$ cat src/rtl/eq_fir_mac_engine.sv
// Time-multiplexed FIR stage: one tap per cycle against a combinational coefficient RAM,
// keeps the sample history, and emits one saturated Q-format sample per accepted input.
module eq_fir_mac_engine #(
  parameter int ADDR_WIDTH   = 4,
  parameter int COEF_WIDTH   = 32,
  parameter int SAMPLE_WIDTH = 16,
  parameter int FRAC_BITS    = 15
) (
  input  logic                    clk,
  input  logic                    resetn,
  input  logic                    in_valid,
  output logic                    in_ready,
  input  logic [SAMPLE_WIDTH-1:0] in_data,
  input  logic                    flush,
  output logic [ADDR_WIDTH-1:0]   coef_addr,
  input  logic [COEF_WIDTH-1:0]   coef_data,
  output logic                    busy,
  output logic                    out_valid,
  input  logic                    out_ready,
  output logic [SAMPLE_WIDTH-1:0] out_data
);
  localparam int NTAPS  = 1 << ADDR_WIDTH;
  localparam int PROD_W = SAMPLE_WIDTH + COEF_WIDTH;
  localparam int ACC_W  = SAMPLE_WIDTH + COEF_WIDTH + ADDR_WIDTH;
  localparam logic [ADDR_WIDTH-1:0] TAP_LAST = ADDR_WIDTH'(NTAPS - 1);
  localparam logic signed [ACC_W-1:0] SAT_MAX =
    {{(ACC_W-SAMPLE_WIDTH+1){1'b0}}, {(SAMPLE_WIDTH-1){1'b1}}};
  localparam logic signed [ACC_W-1:0] SAT_MIN =
    {{(ACC_W-SAMPLE_WIDTH+1){1'b1}}, {(SAMPLE_WIDTH-1){1'b0}}};

  typedef enum logic [1:0] {S_IDLE, S_MAC, S_OUT} state_e;

  state_e                               state_q, state_d;
  logic [NTAPS-1:0][SAMPLE_WIDTH-1:0]   hist_q, hist_d;
  logic signed [ACC_W-1:0]              acc_q, acc_d;
  logic [ADDR_WIDTH-1:0]                tap_q, tap_d;
  logic                                 out_valid_q, out_valid_d;
  logic [SAMPLE_WIDTH-1:0]              out_data_q, out_data_d;

  logic signed [PROD_W-1:0]             prod;
  logic signed [ACC_W-1:0]              acc_sum;
  logic signed [ACC_W-1:0]              acc_shr;
  logic [SAMPLE_WIDTH-1:0]              sat_val;

  // Full-precision product and running sum; accumulator is wide enough to never wrap.
  always_comb begin
    prod    = $signed(hist_q[tap_q]) * $signed(coef_data);
    acc_sum = acc_q + ACC_W'(prod);
    acc_shr = acc_sum >>> FRAC_BITS;
    if (acc_shr > SAT_MAX)      sat_val = SAT_MAX[SAMPLE_WIDTH-1:0];
    else if (acc_shr < SAT_MIN) sat_val = SAT_MIN[SAMPLE_WIDTH-1:0];
    else                        sat_val = acc_shr[SAMPLE_WIDTH-1:0];
  end

  always_ff @(posedge clk) begin
    if (!resetn) begin
      state_q     <= S_IDLE;
      hist_q      <= '0;
      acc_q       <= '0;
      tap_q       <= '0;
      out_valid_q <= 1'b0;
      out_data_q  <= '0;
    end else begin
      state_q     <= state_d;
      hist_q      <= hist_d;
      acc_q       <= acc_d;
      tap_q       <= tap_d;
      out_valid_q <= out_valid_d;
      out_data_q  <= out_data_d;
    end
  end

  always_comb begin
    state_d = state_q;
    case (state_q)
      S_IDLE:  if (!flush && in_valid) state_d = S_MAC;
      S_MAC:   if (tap_q == TAP_LAST) state_d = S_OUT;
      S_OUT:   if (out_ready) state_d = S_IDLE;
      default: state_d = S_IDLE;
    endcase
  end

  always_comb begin
    hist_d      = hist_q;
    acc_d       = acc_q;
    tap_d       = tap_q;
    out_valid_d = out_valid_q;
    out_data_d  = out_data_q;
    case (state_q)
      S_IDLE: begin
        // Flush wins over a simultaneous sample so the cleared history is never polluted.
        if (flush) begin
          hist_d = '0;
        end else if (in_valid) begin
          hist_d = {hist_q[NTAPS-2:0], in_data};
          acc_d  = '0;
          tap_d  = '0;
        end
      end
      S_MAC: begin
        acc_d = acc_sum;
        tap_d = tap_q + 1'b1;
        if (tap_q == TAP_LAST) begin
          out_valid_d = 1'b1;
          out_data_d  = sat_val;
        end
      end
      S_OUT: if (out_ready) out_valid_d = 1'b0;
      default: ;
    endcase
  end

  always_comb begin
    in_ready  = resetn && (state_q == S_IDLE) && !flush;
    busy      = (state_q == S_MAC);
    coef_addr = busy ? tap_q : '0;
    out_valid = out_valid_q;
    out_data  = out_data_q;
  end

endmodule

$ cat config.mk
export PLATFORM = sky130hd
export DESIGN_NAME = eq_fir_mac_engine
export DESIGN_NICKNAME = d
export VERILOG_FILES = /design/src/rtl/eq_fir_mac_engine.sv
export SDC_FILE = /design/constraint.sdc
export NUM_CORES = 2
export LEC_CHECK = 0
export CORE_MARGIN = 3
export CORE_UTILIZATION = 65
export CTS_CLUSTER_DIAMETER = 40
export DETAILED_ROUTE_END_ITERATION = 6
export PLACE_DENSITY = 0.93
export SKIP_LAST_GASP = 1
export SYNTH_ARGS = -nofsm -noshare
export SYNTH_HDL_FRONTEND = slang
export SYNTH_SLANG_ARGS = --single-unit
$ cat constraint.sdc
create_clock -name clk -period 13.3 [get_ports clk]
set_clock_uncertainty 0.05 [all_clocks]
set_input_delay 1.995 -clock clk [delete_from_list [all_inputs] [get_ports clk]]
set_output_delay 1.995 -clock clk [all_outputs]
set_load 0.05 [all_outputs]
# After elaboration in Yosys (flattened, before gate mapping)
# Cells that the tools add are included.
# classes
mux,20
mul,1
order_cmp,3
n_reduce_logical,13
n_addsub,2
n_eq_ne,8
# op_table
cell,count
256-bit two-way mux,2
52-bit two-way mux,2
52-bit case mux with 2 select lines,1
16-bit binary-select mux with 4-bit select,1
52-bit by 48-bit adder with 52-bit output,1
16-bit by 32-bit multiplier with 48-bit output,1
16-bit two-way mux,3
37-bit by 16-bit > comparator with 1-bit output (second input constant),1
37-bit by 16-bit < comparator with 1-bit output (second input constant),1
4-bit two-way mux,3
3-bit AND reduction,3
2-bit inequality test (second input constant),4
4-bit case mux with 2 select lines,1
2-bit two-way mux,3
2-bit case mux with 3 select lines,1
2-bit nonzero test,3
4-bit by 5-bit < comparator with 1-bit output (second input constant),1
4-bit by 1-bit adder with 4-bit output (second input constant),1
4-bit equality test (second input constant),1
2-bit AND reduction,2
1-bit logical AND,3
2-bit by 1-bit equality test with 1-bit output (second input constant),1
2-bit equality test (second input constant),1
2-bit logical NOT,1
other kinds (4),5
# word_totals
regBits,331
out_inout_bits,23
in_bits,53

# Longest topological paths before layout
# depth
ltp_word,7
ltp_mapped,33

# Worst setup path before layout
# OpenSTA, ideal clock, no wires.
# synth_path
path_type,reg2reg
from,register tap_q[0]
to,"register out_data_q[14], in the netlist out_data[14]"
stages_incl_launch_ff,31
path_slack_ns,3.890
t_arrival_ns,9.300
path_buffers,6
cell_sequence,dfxtp_1 > clkbuf_1 > clkbuf_1 > buf_1 > buf_2 > mux4_2 > mux4_2 > clkbuf_1 > nand2_1 > fa_1 > inv_1 > fa_1 > fa_1 > fa_1 > fa_1 > inv_1 > fa_1 > inv_1 > ha_1 > and4_1 > and3_1 > a311oi_1 > a211oi_1 > a31o_1 > xor2_1 > and4_1 > nand4_1 > or4_4 > o41ai_4 > buf_6 > a32o_1
# synth_between
elab_chain_cells,7
# synth_lines
item,line,rtl
from (decl),36,"logic [ADDR_WIDTH-1:0] tap_q, tap_d;"
from (signal assigned),67,tap_q <= tap_d;
16-bit binary-select mux with 4-bit select,47,prod = $signed(hist_q[tap_q]) * $signed(coef_data);
16-bit two-way mux (not written as such),47,
16-bit by 32-bit multiplier with 48-bit output,47,
52-bit by 48-bit adder with 52-bit output,48,acc_sum = acc_q + ACC_W'(prod);
37-bit by 16-bit < comparator with 1-bit output,51,else if (acc_shr < SAT_MIN) sat_val = SAT_MIN[SAMPLE_WIDTH-1:0];
16-bit two-way mux,51,
16-bit two-way mux,50,if (acc_shr > SAT_MAX) sat_val = SAT_MAX[SAMPLE_WIDTH-1:0];
to (signal assigned),69,out_data_q <= out_data_d;
to (decl),38,"logic [SAMPLE_WIDTH-1:0] out_data_q, out_data_d;"
# Several ways; a longest one is shown, not always the timed one. The select of a mux whose other input is x is not followed.
# A chain may end at the register's enable or synchronous reset.

# Worst setup path in the final report
# layout_path
from,register tap_q[0]
to,"register out_data_q[0], in the netlist out_data[0]"
# The elaborated chain is that of the path after synthesis.

==> impl_metrics.csv <==
group,metric,value,unit
outcome,outcome,"finished, violations left",
outcome,violations,"DRC",
yosys,post_synth_instance_area,34200,µm²
drt,routed-via-count,26100,
placed_design,numPlacedInstances,4105,
sta,max_clock_freq,0.0928,GHz
finish,layoutNonFillerInstCount,4174,
worst_setup_path,setup_slack_of_the_worst_register_to_register_path,2.52,ns
yosys,syn-num-nets,4306,
yosys,area_fraction_in_and_or_nand_and_nor_cells_after_synthesis,15.8,%
power,leakage,15.9,nW
drt,wl_per_cell,20.9,µm
yosys,dominantRegCellSynth,"sky130_fd_sc_hd__dfxtp_1",
clocking,cts_buffers,38,
clocking,tritoncts,"done",
die,core,51700,µm²
sta,final_period_minus_worst_setup_slack,10.78,ns
clocking,count_of_cells_resized_by_post_cts_repair,0,
yosys,netlist_instances,3559,
clocking,clock-root-buffer,"sky130_fd_sc_hd__clkbuf_16",
hold_path,timing.hold.worst.class,"flop to flop",
grt,grt_pass1_wl,144,mm
worst_setup_path,worst_r2r_path_depth,26,
die,chipHeight,236,µm
drt,drt_first_iter_violations,2599,
die,ios,76,
sta,hold_viol,0,
sta,slew_headroom,23.4,%
run,drv_cap,0,
power,power_density,95.8,nW/µm²
die,starting_density,66.2,%
finish,layout.core_utilization,70.4,%
drt,detail_route.drc_violations,1,
drt,avgViaCountPerCell,6.24,
clocking,insertion_delay,0.54,ns
grt,grt_remaining_overflow,0,
clocking,cts_setup_buffers,0,
yosys,compound_gate_fraction_of_synth_area,11.3,%
yosys,yosysSeqAreaShare,19.4,%
worst_setup_path,worst_setup_path_startpoint,"tap_q[0]",
grt,first_global_vias,27900,
clocking,cts-hold-fix-buffers,0,
clocking,clock_sink_count,331,
yosys,post_synth_xor_area_fraction,1.30,%
drt,ant_nets,0,
finish,num_antenna_cells,0,
worst_setup_path,required,13.72,ns
sta,setup-tns-final,0,ns
finish,final_layout_size_suffix_gt1_share,5.61,%
die,design.die.area,55500,µm²
worst_setup_path,timing_worst_setup_path_type,"flop to flop",
finish,fillCellCount,3407,
power,ir_worst_vdd,0.126,mV
worst_setup_path,r2r_end,"out_data[0]",
sta,report.final.setup_viol,0,
yosys,main_combinational_cell_family_by_area_after_synthesis,"adder cells",
worst_setup_path,cp-start-kind,"flop",
worst_setup_path,cpPeakStageDelay,0.87,ns
yosys,synth.lib_cells_used.distinct,80,
sta,maxSlewViolCount,0,
clocking,clock_pin_slew_on_the_worst_setup_and_hold_paths,0.06,ns
worst_setup_path,slowest_stage,"sky130_fd_sc_hd__mux4_2",
worst_setup_path,crit_arrival,11.19,ns
placed_design,detailed_place_hpwl,63.0,mm
grt,groute.usage.overall,31.8,%
yosys,synth-adder-area-share,37.5,%
worst_setup_path,worstPathMaxFanout,42,
worst_setup_path,crit_end,"out_data[0]",
clocking,htree_levels,2,
die,floorplan.die.width,236,µm
finish,growth_of_design_area_from_synthesis_to_finish,6.35,%
sta,unrepaired_setup_endpoints_after_global_routing,"false",
worst_setup_path,worstSetupEndpointType,"flop",
worst_setup_path,path_common_cell,"sky130_fd_sc_hd__fa_1",
placed_design,gp_congestion,1.02,
worst_setup_path,reg2reg_from,"tap_q[0]",
grt,grt_antenna_before_repair,1,
yosys,ys_warns,0,
sta,min_period_over_period,81.0,%
grt,maximum_number_of_pins_on_one_net_before_global_route_repair,119,
sta,tightestPinTransition,1.15,ns
finish,num-nets-final,4212,
yosys,synth_enable_flop_cells,0,
power,total_power,3.49,mW
yosys,postSynth.asyncResetShare,0,%
die,rows,83,
clocking,cts.path.max_buffers,3,
yosys,synthMuxAreaShare,5.32,%
yosys,synth.ff_latch_count,331,
drt,routed_wirelength,87.4,mm
placed_design,io_buffers,75,
drt,detail_route.first_pass.iterations,7,
yosys,syn_area_per_cell,9.62,µm²
==> power breakdown <==
| part | internal [mW] | switching [mW] |
|---|---|---|
| clock | 0.623 | 0.440 |
| sequential | 1.01 | 0.0236 |
| combinational | 0.500 | 0.889 |
==> sequential cells by signal, summed over array words and instances (netlist names) <==
signal,flops
out_valid,1
acc_q,52
tap_q,4
hist_q,256
state_q,2
out_data,16
==> critical path: cells and delay by family, from the launching register on <==
family          cells  cell delay [ns]
fa+ha+maj           7             3.44
compound gates      7             2.52
mux                 2             1.43
simple gates        4             1.21
flops               1             0.85
buf+inv             5             0.81
xor+xnor            1             0.28
==> synthesized netlist by cell type (8+ instances only) <==
master	instances	share of area (%)
sky130_fd_sc_hd__inv_1	632	6.9
sky130_fd_sc_hd__fa_1	554	32
sky130_fd_sc_hd__nand2_1	345	3.8
sky130_fd_sc_hd__dfxtp_1	331	19
sky130_fd_sc_hd__nor2b_1	310	5.7
sky130_fd_sc_hd__a22oi_1	305	6.7
sky130_fd_sc_hd__and2_1	209	3.8
sky130_fd_sc_hd__clkbuf_1	188	2.1
sky130_fd_sc_hd__ha_1	140	5.1
sky130_fd_sc_hd__mux4_2	79	5.2
sky130_fd_sc_hd__nor2_1	58	0.64
sky130_fd_sc_hd__a21oi_1	56	0.82
sky130_fd_sc_hd__o21ai_0	40	0.58
sky130_fd_sc_hd__xnor2_1	35	0.90
sky130_fd_sc_hd__o21a_1	24	0.53
sky130_fd_sc_hd__buf_1	20	0.22
sky130_fd_sc_hd__nand4_1	16	0.29
sky130_fd_sc_hd__xor2_1	16	0.41
sky130_fd_sc_hd__a32o_1	15	0.44
sky130_fd_sc_hd__nand3_1	15	0.22
sky130_fd_sc_hd__nor3_1	13	0.19
sky130_fd_sc_hd__buf_2	12	0.18
sky130_fd_sc_hd__a21o_1	9	0.20
sky130_fd_sc_hd__and3_1	8	0.15
==> metrics by stage <==
step	worst slack, ns	hold slack (ns)	instance area, µm²
after CTS	2.64	0.435	36400
final	2.52	0.437	36400
after detailed placement	2.69	0.427	35100
after global routing	2.01	0.485	36400
after floorplan	3.89	0.395	34200
after global placement	2.71	0.423	35100
==> kinds of logic after synthesis <==
kind of cell / count (synthesis)
buf+inv: 858
xor+xnor: 51
flops: 331
mux: 83
fa+ha+maj: 694
compound gates: 526
simple gates: 1016
==> cell usage in the layout, fill, tap and decap left out, types with 56 or more instances in the layout <==
master,n
sky130_fd_sc_hd__a21oi_1,56
sky130_fd_sc_hd__a22oi_1,305
sky130_fd_sc_hd__and2_1,208
sky130_fd_sc_hd__clkdlybuf4s50_1,74
sky130_fd_sc_hd__dfxtp_1,329
sky130_fd_sc_hd__fa_1,554
sky130_fd_sc_hd__ha_1,140
sky130_fd_sc_hd__inv_1,631
sky130_fd_sc_hd__mux4_2,79
sky130_fd_sc_hd__nand2_1,345
sky130_fd_sc_hd__nor2_1,58
sky130_fd_sc_hd__nor2b_1,310
==> area by class of cell <==
| type | instances | area [µm²] | area share, % |
|---|---|---|---|
| multi-input cells | 2370 | 24400 | 67.0 |
| flip-flops and latches | 331 | 6630 | 18.2 |
| inverters | 632 | 2370 | 6.51 |
| clock buffers | 50 | 1040 | 2.84 |
| repair buffers | 92 | 880 | 2.42 |
| well taps | 680 | 851 | 2.34 |
| clock inverters | 19 | 254 | 0.697 |
==> metal layers <==
| metal | wire (µm) | up-vias | track usage [%] |
|---|---|---|---|
| li1 | - | 11200 | - |
| met1 | 32500 | 13000 | 40.9 |
| met5 | 0 | - | 0 |
| met3 | 8510 | 328 | 6.85 |
| met2 | 42700 | 1526 | 52.6 |
| met4 | 3680 | 0 | 13.4 |
==> worst min path at each step <==
| stage | slack, ns | depth (start not counted) | end | startpoint |
|---|---|---|---|---|
| finish | 0.44 | 2 | acc_q[34] | acc_q[34] |
| global placement | 0.42 | 2 | acc_q[34] | acc_q[34] |
| global route | 0.48 | 1 | out_valid | out_valid |
| detailed placement | 0.43 | 2 | acc_q[34] | acc_q[34] |
| CTS | 0.43 | 2 | acc_q[34] | acc_q[34] |
| floorplan | 0.40 | 2 | acc_q[34] | acc_q[34] |
(Power assumes the default switching activity.)
